--- src/rtl/led_pkg.sv ---
// Shared types and constants for the LED bank sequencer.
package led_pkg;

    typedef enum logic [1:0] {
        S0_LEFT  = 2'd0,
        S1_RIGHT = 2'd1,
        S2_FLASH = 2'd2
    } state_t;

    localparam int LEFT_N  = 13;
    localparam int RIGHT_N = 12;

endpackage

--- src/rtl/led_tick_gen.sv ---
// Animation step prescaler: emits a one-cycle tick every TICK_DIV clocks.
// With TICK_DIV=1 the tick is asserted on every cycle.
module led_tick_gen #(
    parameter int TICK_DIV = 1
) (
    input  logic clk,
    input  logic reset,
    output logic tick
);

    localparam int CW = (TICK_DIV > 1) ? $clog2(TICK_DIV) : 1;
    localparam logic [CW-1:0] CNT_LAST = CW'(TICK_DIV - 1);

    logic [CW-1:0] cnt;

    assign tick = (cnt == CNT_LAST);

    // Count up to TICK_DIV-1, then wrap to 0 on the tick.
    always_ff @(posedge clk) begin
        if (!reset) begin
            cnt <= '0;
        end else if (tick) begin
            cnt <= '0;
        end else begin
            cnt <= cnt + CW'(1);
        end
    end

endmodule

--- src/rtl/led_bank_sequencer.sv ---
// Free-running two-bank LED animation: left sweep, right sweep, flash-all.
// Build option: define LED_ACTIVE_LOW_EN to invert all 25 outputs for
// common-anode wiring (lit = 0). The FSM is the same in both builds.
//
// state    | meaning
// ---------+------------------------------------------------
// S0_LEFT  | one left LED lit at left[pos], pos 0..12
// S1_RIGHT | one right LED lit at right[pos], pos 0..11
// S2_FLASH | all LEDs = ~pos[0], pos 0..FLASH_STEPS-1
module led_bank_sequencer
    import led_pkg::*;
#(
    parameter int TICK_DIV    = 1,
    parameter int FLASH_STEPS = 4
) (
    input  logic clk,
    input  logic reset,
    output logic la, output logic lb, output logic lc, output logic ld,
    output logic le, output logic lf, output logic lg, output logic lh,
    output logic li, output logic lj, output logic lk, output logic ll,
    output logic lm,
    output logic ra, output logic rb, output logic rc, output logic rd,
    output logic re, output logic rf, output logic rg, output logic rh,
    output logic ri, output logic rj, output logic rk, output logic rl
);

    localparam logic [3:0] LEFT_LAST  = 4'(LEFT_N - 1);
    localparam logic [3:0] RIGHT_LAST = 4'(RIGHT_N - 1);
    localparam logic [3:0] FLASH_LAST = 4'(FLASH_STEPS - 1);

    state_t              state, state_nxt;
    logic [3:0]          pos, pos_nxt;
    logic                tick;
    logic [LEFT_N-1:0]   left, left_o;
    logic [RIGHT_N-1:0]  right, right_o;

    led_tick_gen #(.TICK_DIV(TICK_DIV)) u_tick (
        .clk   (clk),
        .reset (reset),
        .tick  (tick)
    );

    // State and position registers, synchronous active-low reset.
    always_ff @(posedge clk) begin
        if (!reset) begin
            state <= S0_LEFT;
            pos   <= '0;
        end else begin
            state <= state_nxt;
            pos   <= pos_nxt;
        end
    end

    // Next-state: advance only on tick; out-of-range pos or state recovers to S0/0.
    always_comb begin
        state_nxt = state;
        pos_nxt   = pos;
        if (tick) begin
            case (state)
                S0_LEFT: begin
                    if (pos == LEFT_LAST) begin
                        state_nxt = S1_RIGHT;
                        pos_nxt   = '0;
                    end else if (pos > LEFT_LAST) begin
                        state_nxt = S0_LEFT;
                        pos_nxt   = '0;
                    end else begin
                        pos_nxt = pos + 4'd1;
                    end
                end
                S1_RIGHT: begin
                    if (pos == RIGHT_LAST) begin
                        state_nxt = S2_FLASH;
                        pos_nxt   = '0;
                    end else if (pos > RIGHT_LAST) begin
                        state_nxt = S0_LEFT;
                        pos_nxt   = '0;
                    end else begin
                        pos_nxt = pos + 4'd1;
                    end
                end
                S2_FLASH: begin
                    if (pos >= FLASH_LAST) begin
                        state_nxt = S0_LEFT;
                        pos_nxt   = '0;
                    end else begin
                        pos_nxt = pos + 4'd1;
                    end
                end
                default: begin
                    state_nxt = S0_LEFT;
                    pos_nxt   = '0;
                end
            endcase
        end
    end

    // Moore decode of state/pos into active-high bank vectors; unused encodings give all-off.
    always_comb begin
        left  = '0;
        right = '0;
        case (state)
            S0_LEFT: begin
                if (pos <= LEFT_LAST) left[pos] = 1'b1;
            end
            S1_RIGHT: begin
                if (pos <= RIGHT_LAST) right[pos] = 1'b1;
            end
            S2_FLASH: begin
                if (pos <= FLASH_LAST) begin
                    left  = {LEFT_N{~pos[0]}};
                    right = {RIGHT_N{~pos[0]}};
                end
            end
            default: begin
                left  = '0;
                right = '0;
            end
        endcase
    end

`ifdef LED_ACTIVE_LOW_EN
    assign left_o  = ~left;
    assign right_o = ~right;
`else
    assign left_o  = left;
    assign right_o = right;
`endif

    assign la = left_o[0];
    assign lb = left_o[1];
    assign lc = left_o[2];
    assign ld = left_o[3];
    assign le = left_o[4];
    assign lf = left_o[5];
    assign lg = left_o[6];
    assign lh = left_o[7];
    assign li = left_o[8];
    assign lj = left_o[9];
    assign lk = left_o[10];
    assign ll = left_o[11];
    assign lm = left_o[12];

    assign ra = right_o[0];
    assign rb = right_o[1];
    assign rc = right_o[2];
    assign rd = right_o[3];
    assign re = right_o[4];
    assign rf = right_o[5];
    assign rg = right_o[6];
    assign rh = right_o[7];
    assign ri = right_o[8];
    assign rj = right_o[9];
    assign rk = right_o[10];
    assign rl = right_o[11];

endmodule

--- config.mk ---
export PLATFORM = sky130hd
export DESIGN_NAME = led_bank_sequencer
export DESIGN_NICKNAME = d
export VERILOG_FILES = /design/src/rtl/led_pkg.sv /design/src/rtl/led_tick_gen.sv /design/src/rtl/led_bank_sequencer.sv
export SDC_FILE = /design/constraint.sdc
export NUM_CORES = 1
export LEC_CHECK = 0
export ABC_AREA = 1
export ABC_CLOCK_PERIOD_IN_PS = 1450
export BUFFER_PORTS_ARGS = -buffer_cell sky130_fd_sc_hd__buf_2
export CORE_UTILIZATION = 30
export DETAILED_ROUTE_END_ITERATION = 10
export MAX_ROUTING_LAYER = met4
export SYNTH_ARGS = -nofsm -noshare
export SYNTH_HDL_FRONTEND = slang
export SYNTH_SLANG_ARGS = --single-unit
--- constraint.sdc ---
create_clock -name clk -period 1.45 [get_ports clk]
set_clock_uncertainty 0.2 [all_clocks]
set_input_delay 0.0725 -clock clk [delete_from_list [all_inputs] [get_ports clk]]
set_output_delay 0.0725 -clock clk [all_outputs]
set_load 0.005 [all_outputs]
==> qor.yml, run 1 <==
synth:
  synth_edf_count: 0
  synth_top_area_share_pct: 17.4
  yosys-top-cells-area: "dfxtp_1 17%, nand3_1 17%, ha_1 14%, nand2_1 11%, a21oi_1 11%"
  yosysWarnings: 0
  async_flop_share_pct: 0
  avgSynthCellArea_um2: 6.38
  ys_types: 21
  ys.flop_type: "dfxtp_1"
  ys_seq_elements: 7
  synthTopCellsByCount: "28 x nand3_1, 23 x nand2_1, 17 x a21oi_1, 14 x inv_1, 9 x ha_1"
  synth.most_common_cell: "nand3_1"
  synth_top_area_cell: "dfxtp_1"
  synthesis.nets: 137
  seq_area_frac_synth_pct: 17.4
  syn_area_um2: 803
  netlist_instances: 126
drt:
  routed-via-count: 1079
  antenna_left: 0
  wirelength_um: 2820
  wire_per_inst_um: 13.1
  dr.pass1.iters: 4
  drt_first_iter_violations: 19
  routed_via_density: 5.00
  drc: 0
cells_and_area:
  fillers: 198
  fin_util_pct: 64.8
  syn_to_final_growth_pct: 102
  drive_above_1_share_pct: 68.3
  seqCellArea_um2: 160
  nets: 198
  n_antenna_cell: 0
  multi_input_area_um2: 857
worst_setup_path:
  crit_path_end: "rj"
  cp_num_cells: 5
  startpoint_type: "flop"
  critPathTopFamily: "flip-flops"
  reg2reg_setup_slack_ns: -0.17
  crit_fanout: 6
  cp_num_buf_inv: 3
  cp-end-kind: "output pin"
  cp-startpoint: "state[0]"
  cp_data_arrival_time_ns: 1.38
  ff2ff_path_depth: 9
  max_stage_delay_ns: 0.36
  path_class: "flop to output pin"
  path_cells: "inv_4, ha_4, clkinvlp_4, a21oi_1, buf_2"
  timing.rr.start: "state[1]"
  r2r-end: "state[0]"
  slowest_stage: "dfxtp_4"
  worst_ep_required_time_ns: 1.18
floorplanning:
  die_w_um: 53.7
  die_area_um2: 2890
  core_um2: 2500
  row_count: 18
  die_h_um: 53.7
  ios: 27
  start_util_pct: 32.1
grt:
  antenna_found_initial: 0
  grt_pass1_wl_um: 4520
  grt.total_usage_pct: 22.1
  grt_pass1_vias: 1029
  grt_max_degree: 10
  grt_overflow_total: 0
cts:
  cts_tree: "built"
  htreeDepth: 1
  cts_made_buffers: 3
  numClockSinks: 7
  clock_path_buffers: 2
  path_clk_slew_ns: 0.05
  cts-root-buf: "clkbuf_4"
  clock_latency_ns: 0.25
min_path:
  hold_path.class: "flop to flop"
place:
  dp_hpwl_um: 1710
  gp_congestion: 0.774
  port_buffers: 26
sta:
  timing.fmax_ghz: 0.606
  fin_crit_ns: 1.65
  setup_viol: 31
  report.final.slew_viol_count: 0
  rsz0062_at_grt: "true"
  hold_viol: 0
  setup_slack_ns: -0.200
  holdWs_ns: 0.384
  min_period_over_period_pct: 114
pwr:
  p_leak_uw: 0.000738
  powerDensity_nw_per_um2: 343
  ir_drop_mv: 0.579
run_status:
  status: "complete, but fails checks"
  violations: "setup timing"
job:
  drv_cap: 0
[routing by layer]
layer | GRT usage, % | wire length [um] | vias up
met5 | - | 0 | -
met4 | 7.89 | 41 | 0
met3 | 2.26 | 108 | 6
met2 | 41.2 | 1480 | 30
met1 | 23.7 | 1190 | 494
li1 | - | - | 549
[cell families after synthesis]
family                     count (synthesis)  share of synthesized area [%]
and+or+nand+nor                           64                           39.9
xor gates and xnor gates                   1                           1.09
AOI/OAI and AO/OA                         23                           15.3
DFF                                        7                           17.4
other                                      1                          0.467
adders and majority gates                  9                           14.0
buffers and inverters                     21                           11.8
[report_power, final]
| group | switching, uW | total [uW] | internal [uW] |
|---|---|---|---|
| clock network | 67.8 | 173 | 105 |
| logic | 90.2 | 178 | 87.5 |
| registers | 12.8 | 206 | 193 |
| total | 171 | 556 | 385 |
[through the flow]
| step | setup TNS (ns) | power (uW) | setup WS, ns | cells | cell area, um^2 |
|---|---|---|---|---|---|
| 6_report | -5.02 | 556 | -0.200 | 216 | 1620 |
| 3_5_place_dp | -0.293 | 327 | -0.0782 | 199 | 1130 |
| 4_1_cts | -4.30 | 550 | -0.198 | 215 | 1530 |
| 3_3_place_gp | -0.147 | 326 | -0.0450 | 199 | 1130 |
| 2_1_floorplan | 0 | 270 | 0.0358 | 126 | 805 |
| 5_1_grt | -7.03 | 595 | -0.274 | 216 | 1620 |
[cell type report]
type	instances	area share [%]
multi-input combinational	100	52.9
timing repair buffer	59	28.3
clock buffer	4	1.62
inverter	15	4.48
sequential	7	9.88
tap	30	2.32
timing repair inverter	1	0.463
[cell usage in the layout, fill, tap and decap left out, drive strengths merged]
| master | n |
|---|---|
| inv | 14 |
| nand2 | 23 |
| conb | 1 |
| nand3 | 33 |
| nor2 | 9 |
| clkbuf | 4 |
| clkinvlp | 2 |
| buf | 58 |
| dlygate4sd3 | 1 |
| o31ai | 2 |
| dfxtp | 7 |
| a21oi | 17 |
| ha | 9 |
| a21boi | 1 |
| nor3 | 1 |
| xnor2 | 1 |
| o21ai | 3 |
[timing repair]
item / in CTS / in global routing
hold buffers: 1 / 0
setup endpoints to repair: 30 / 31
resized for setup: 73 / 21
pin swaps: 12 / 5
setup buffers: 8 / 1
cloned: 4 / 0
hold endpoints to repair: 6 / 0
[how the worst min path moves through the flow]
stage / slack, ns / start / depth (start not counted) / end
2_1_floorplan: -0.001 / reset / 2 / state[0]
3_3_place_gp: 0.15 / reset / 3 / state[1]
3_5_place_dp: 0.16 / reset / 3 / state[1]
4_1_cts: 0.37 / u_tick.cnt / 2 / pos[1]
5_1_grt: 0.44 / u_tick.cnt / 2 / pos[3]
6_report: 0.38 / u_tick.cnt / 2 / pos[1]
[worst register-to-register path: stages, from the launching register on]
cell     delay [ns]
dfxtp_4        0.35
buf_4          0.14
ha_4           0.18
buf_6          0.12
buf_6          0.11
nand3_4        0.08
nand3_4        0.11
nor2_4         0.13
nor2_1         0.05
nor2_1         0.09
[registers in the layout, summed over array words and instances, names as in the netlist]
signal,flops
pos,4
state,2
u_tick.cnt,1
Note: power is estimated with default switching activity, not from simulation.
==> run 2: changes to the inputs <==
ABC_CLOCK_PERIOD_IN_PS = 1350   (was 1450)
clock period = 1.35 ns   (was 1.45 ns; I/O delays follow)
==> qor.yml, run 2 (synthesized netlist as in run 1, its figures left out) <==
pwr:
  powerDensity_nw_per_um2: 360  # +5.0%
  p_comb_share_pct: 34.6  # +2.6 points
  seqPwrFrac_pct: 35.1  # -1.9 points
  pwr-share-clk_pct: 30.3  # -0.7 points
  power_uw: 636  # +14%
  swShare_pct: 32.2  # +1.5 points
  p_leak_uw: 0.000783  # +6.1%
  p_sw_uw: 205  # +20%
  ir_drop_mv: 0.446  # -23%
  p_int_uw: 431  # +12%
cells_and_area:
  drive_above_1_share_pct: 74.0  # +5.7 points
  nets: 208  # +5.1%
  final_common_cell: "buf_4"
  syn_to_final_growth_pct: 120
  final_cell_mix: "30 x buf_4, 26 x buf_2, 19 x nand2_1"
  top_register: "pos"
  multi_input_area_um2: 952  # +11%
  largest_reg_flops: 4  # unchanged
  reg_top3: "pos (4), state (2), u_tick.cnt (1)"
  seqCellArea_um2: 163  # +1.6%
  fin_util_pct: 70.6  # +5.8 points
  n_antenna_cell: 0  # unchanged
  fillers: 185  # -6.6%
sta:
  fin_crit_ns: 1.64
  min_period_over_period_pct: 121
  hold_viol: 0  # unchanged
  timing.fmax_ghz: 0.611
  setup_slack_ns: -0.286  # -0.0855 ns
  setup_viol: 31  # unchanged
  report.final.slew_viol_count: 0  # unchanged
  rsz0062_at_grt: "true"
drt:
  routed_via_density: 4.94  # -1.1%
  routed-via-count: 1117  # +3.5%
  drc: 0  # unchanged
  wire_per_inst_um: 13.1  # +0.35%
  antenna_left: 0  # unchanged
  dr.pass1.iters: 4  # unchanged
  wirelength_um: 2960  # +5.0%
  drt_first_iter_violations: 27  # +8
cts:
  path_clk_slew_ns: 0.05  # about the same
  cts-root-buf: "clkbuf_4"
  clock_path_buffers: 2  # unchanged
  htreeDepth: 1  # unchanged
  cts_made_buffers: 3  # unchanged
  clock_latency_ns: 0.26  # about the same
  numClockSinks: 7  # unchanged
  cts_tree: "built"
place:
  gp_congestion: 0.785  # +1.4%
  dp_hpwl_um: 1720  # +0.64%
  port_buffers: 26  # unchanged
floorplanning:
  die_area_um2: 2890  # unchanged
  core_um2: 2500  # unchanged
  die_w_um: 53.7  # unchanged
  row_count: 18  # unchanged
  ios: 27  # unchanged
  start_util_pct: 32.1  # unchanged
  die_h_um: 53.7  # unchanged
grt:
  grt_pass1_wl_um: 4440  # -1.8%
  top_usage_layer: "met2"
  grt_max_degree: 13  # +3
  grt_overflow_total: 0  # unchanged
  grt_pass1_vias: 972  # -5.5%
  use_met3_pct: 1.69  # -0.56 points
  antenna_found_initial: 0  # unchanged
  grt.total_usage_pct: 22.1  # unchanged
  met1_usage_pct: 26.3  # +2.5 points
  met2_usage_pct: 37.9  # -3.3 points
worst_setup_path:
  cp-end-kind: "output pin"
  path_class: "flop to output pin"
  ff2ff_path_depth: 9  # unchanged
  worst_ep_required_time_ns: 1.08  # -0.10 ns
  crit_fanout: 5  # -1
  cp_data_arrival_time_ns: 1.37  # about the same
  reg2reg_setup_slack_ns: -0.13  # +0.04 ns
  startpoint_type: "flop"
run_status:
  status: "complete, but fails checks"
  violations: "setup timing"
job:
  drv_cap: 0  # unchanged
min_path:
  whs_path_depth: 2  # unchanged
  hold_path.class: "flop to flop"
[run 2: cell types whose count changed in the layout (fill, tap and decap cells not counted), moves of 2 or more]
cell and change:
nor2_1 -2, nand3_1 -3, nor2_2 +2, nand3_4 +4, a21oi_2 +2, o21ai_2 +2
a21oi_1 -3, inv_1 +2, buf_4 +12
[run 2: what timing repair did]
action,4_1_cts,5_1_grt
endpoints found under the setup margin,31,31
endpoints found under the hold margin,6,0
pin swaps,25,18
setup buffers,12,4
hold buffers,1,0
resized for setup,57,36
gates cloned,4,0
[run 2: through the flow]
step	area, um^2	hold slack (ns)	setup TNS, ns	setup WS, ns	cells
2_1_floorplan	855	-0.0138	-0.0194	-0.0194	126
3_3_place_gp	1170	0.145	-1.97	-0.0999	202
3_5_place_dp	1170	0.149	-2.68	-0.125	202
4_1_cts	1600	0.361	-6.78	-0.279	223
5_1_grt	1760	0.434	-9.38	-0.387	226
6_report	1760	0.394	-6.80	-0.286	226
[run 2: area by class of cell]
cell class                      instances  area share [%]
Multi-Input combinational cell        101            54.0
Timing Repair Buffer                   69            29.4
Sequential cell                         7            9.22
Inverter                               15            3.83
Tap cell                               30            2.13
Clock buffer                            4            1.49
[run 2: path summary, 6_finish.rpt]
check | start | end
hold reg to reg | u_tick.cnt | pos[3]
hold / removal | u_tick.cnt | pos[3]
setup / recovery | pos[0] | le
setup reg to reg | state[1] | state[1]
[run 2: power by group through the flow]
stage	clock network (uW)	logic, uW	registers [uW]
floorplan	0	64.2	231
global placement	0	125	232
detailed placement	0	126	233
CTS	202	193	223
global route	222	239	225
finish	192	220	224
[run 2: worst max-delay path, cell delays in order, from the launching register on]
cell and delay (ns):
dfxtp_4 0.39, clkinvlp_4 0.17, ha_4 0.22, buf_6 0.12, nand3_2 0.05, nand2_1 0.05, buf_2 0.12
[run 2: per-layer routing]
metal	part of all wire, %	vias to the layer above
met4	1.0	0
met5	0	-
li1	-	565
met3	3.0	4
met1	46	516
met2	50	32
==> run 3: changes to the inputs <==
SETUP_SLACK_MARGIN = 0.05   (was not set)
SYNTH_HIERARCHICAL = 1   (was not set)
==> qor.yml, run 3 <==
run_status:
  status: "complete, but fails checks"
  violations: "setup timing"
sta:
  holdWs_ns: 0.235  # -0.159 ns
  report.final.slew_viol_count: 0  # unchanged
  hold_viol: 0  # unchanged
  timing.fmax_ghz: 0.600  # -1.9%
  min_period_over_period_pct: 124  # +2.4 points
  rsz0062_at_grt: "true"
  tns_ns: -7.55  # -0.756 ns
  setup_viol: 30  # -3.2%
  fin_crit_ns: 1.67  # +0.0320 ns
  setup_slack_ns: -0.318  # -0.0320 ns
drt:
  drt_first_iter_violations: 32  # +19%
  wl_met3_um: 106  # +20%
  routed-via-count: 1084  # -3.0%
  wirelength_um: 2880  # -2.9%
  antenna_left: 0  # unchanged
  wire_per_inst_um: 13.1  # -0.26%
  dr.pass1.iters: 4  # unchanged
  routed_via_density: 4.93  # -0.31%
  dr.max_layer_used: "met3"
  drc: 0  # unchanged
  wl_met2_um: 1540  # +2.7%
  met1Wirelength_um: 1240  # -8.4%
place:
  port_buffers: 26  # unchanged
  place_area_um2: 1170  # -0.11%
  dp_hpwl_um: 1800  # +4.7%
  gp_congestion: 0.860  # +9.6%
  placed_cells: 199  # -1.5%
  preCtsSetupSlack_ns: -0.199  # -0.0742 ns
synth:
  synth_top_area_cell: "dfxtp_1"
  synth_top_area_share_pct: 17.1  # -0.37 points
  yosysWarnings: 6  # +6
  ys_types: 24  # +14%
  yosys-top-cells-area: "dfxtp_1 17%, nand3_1 15%, nand2_1 12%, ha_1 12%, a21oi_1 9.8%"
  ys_seq_elements: 7  # unchanged
  synth.most_common_cell: "nand2_1"
  synth_edf_count: 0  # unchanged
  netlist_instances: 129  # +2.4%
  synthTopCellsByCount: "27 x nand2_1, 25 x nand3_1, 16 x a21oi_1, 13 x inv_1, 8 x ha_1"
  seq_area_frac_synth_pct: 17.1  # -0.37 points
  synthesis.nets: 139  # +1.5%
  async_flop_share_pct: 0  # unchanged
  ys.flop_type: "dfxtp_1"
  syn_area_um2: 821  # +2.2%
  avgSynthCellArea_um2: 6.36  # -0.20%
worst_setup_path:
  path_class: "flop to output pin"
  cp-end-kind: "output pin"
  startpoint_type: "flop"
  crit_fanout: 7  # +2
  worst_ep_required_time_ns: 1.08  # about the same
  reg2reg_setup_slack_ns: -0.18  # -0.05 ns
  cp_data_arrival_time_ns: 1.40  # +0.03 ns
floorplanning:
  core_um2: 2520  # +0.90%
  die_w_um: 54.3  # +1.0%
  die_h_um: 54.3  # +1.0%
  row_count: 18  # unchanged
  die_area_um2: 2950  # +2.1%
  ios: 27  # unchanged
  start_util_pct: 32.5  # +0.41 points
cts:
  path_clk_slew_ns: 0.05  # about the same
  clock_latency_ns: 0.24  # -0.02 ns
  htreeDepth: 1  # unchanged
  numClockSinks: 7  # unchanged
  cts-root-buf: "clkbuf_4"
  cts_made_buffers: 3  # unchanged
  cts_tree: "built"
  clock_path_buffers: 2  # unchanged
cells_and_area:
  nets: 201  # -3.4%
  largest_reg_flops: 4  # unchanged
  n_antenna_cell: 0  # unchanged
  drive_above_1_share_pct: 65.3  # -8.7 points
  fillers: 218  # +18%
  final_common_cell: "buf_2"
  top_register: "pos"
  design_area_um2: 1670  # -5.4%
  syn_to_final_growth_pct: 103
  layoutNonFillerInstCount: 220  # -2.7%
  final_cell_mix: "26 x buf_2, 25 x buf_4, 24 x nand2_1"
  reg_top3: "pos (4), state (2), u_tick/cnt (1)"
pwr:
  swShare_pct: 30.3  # -1.9 points
  pwr-share-clk_pct: 31.2  # +0.9 points
  p_leak_uw: 0.000746  # -4.7%
  p_sw_uw: 177  # -13%
  p_int_uw: 408  # -5.4%
  seqPwrFrac_pct: 37.2  # +2.1 points
  ir_drop_mv: 0.457  # +2.5%
  powerDensity_nw_per_um2: 351  # -2.7%
  p_comb_share_pct: 31.6  # -3.0 points
grt:
  grt_overflow_total: 0  # unchanged
  grt_pass1_wl_um: 4170  # -6.1%
  grt_max_degree: 13  # unchanged
  antenna_found_initial: 0  # unchanged
  grt_pass1_vias: 934  # -3.9%
  grt.total_usage_pct: 19.9  # -2.2 points
min_path:
  hold_path.class: "flop to flop"
job:
  drv_cap: 0  # unchanged
run 3: cell count changes after synthesis, moves of 2 or more:
| cell | before | now |
|---|---|---|
| nand2_1 | 23 | 27 |
| nand3_1 | 28 | 25 |
| a21oi_2 | 0 | 2 |
| nand4_1 | 0 | 2 |
run 3: final timing paths:
path                            cells past startpoint        from  endpoint
worst max-delay path                                5    state[1]        ri
worst min-delay path                                2  u_tick/cnt    pos[2]
worst max register to register                      8    state[0]  state[1]
worst min register to register                      2  u_tick/cnt    pos[2]
run 3: metrics by stage:
stage	util (%)	total power, uW
floorplan	-	296
global placement	46.5	348
detailed placement	46.5	350
CTS	60.6	572
global route	66.2	626
finish	66.2	585
run 3: cell type report:
type                    instances  area (um^2)  share of cell area [%]
multi-input cells             103          892                    53.4
repair buffers                 62          483                    28.9
flip-flops and latches          7          163                    9.75
inverters                      14         67.6                    4.05
well taps                      30         37.5                    2.25
clock buffers                   4         26.3                    1.57
run 3: layer usage:
layer	up-vias	GRT usage, %
met3	0	3.33
met4	0	6.84
li1	562	-
met5	-	-
met1	494	21.7
met2	28	36.0
run 3: timing repair:
item / in CTS / in global routing
setup buffers: 10 / 2
hold buffers: 1 / 0
hold endpoints to repair: 6 / 0
gates resized for setup: 49 / 25
endpoints found under the setup margin: 31 / 31
gates cloned: 4 / 0
pin swaps: 14 / 10
run 3: kinds of logic after synthesis:
family | synth area share (%)
adder cells (fa/ha/maj) | 12.2
other | 0.457
AO/OA/AOI/OAI | 15.2
AND/OR/NAND/NOR | 42.5
buffers and inverters | 12.5
flip-flops | 17.1
run 3: worst max-delay path: stages (launching register included):
cell and delay (ns):
dfxtp_4 0.36, buf_4 0.12, ha_4 0.19, nand3_4 0.17, a21oi_2 0.20, buf_2 0.13
run 3: power by group through the flow:
stage	Sequential (uW)	Clock (uW)	Combinational, uW
after global placement	229	0	118
after CTS	217	189	165
final	218	183	185
after detailed placement	229	0	121
after global routing	218	207	201
after floorplan	228	0	67.9
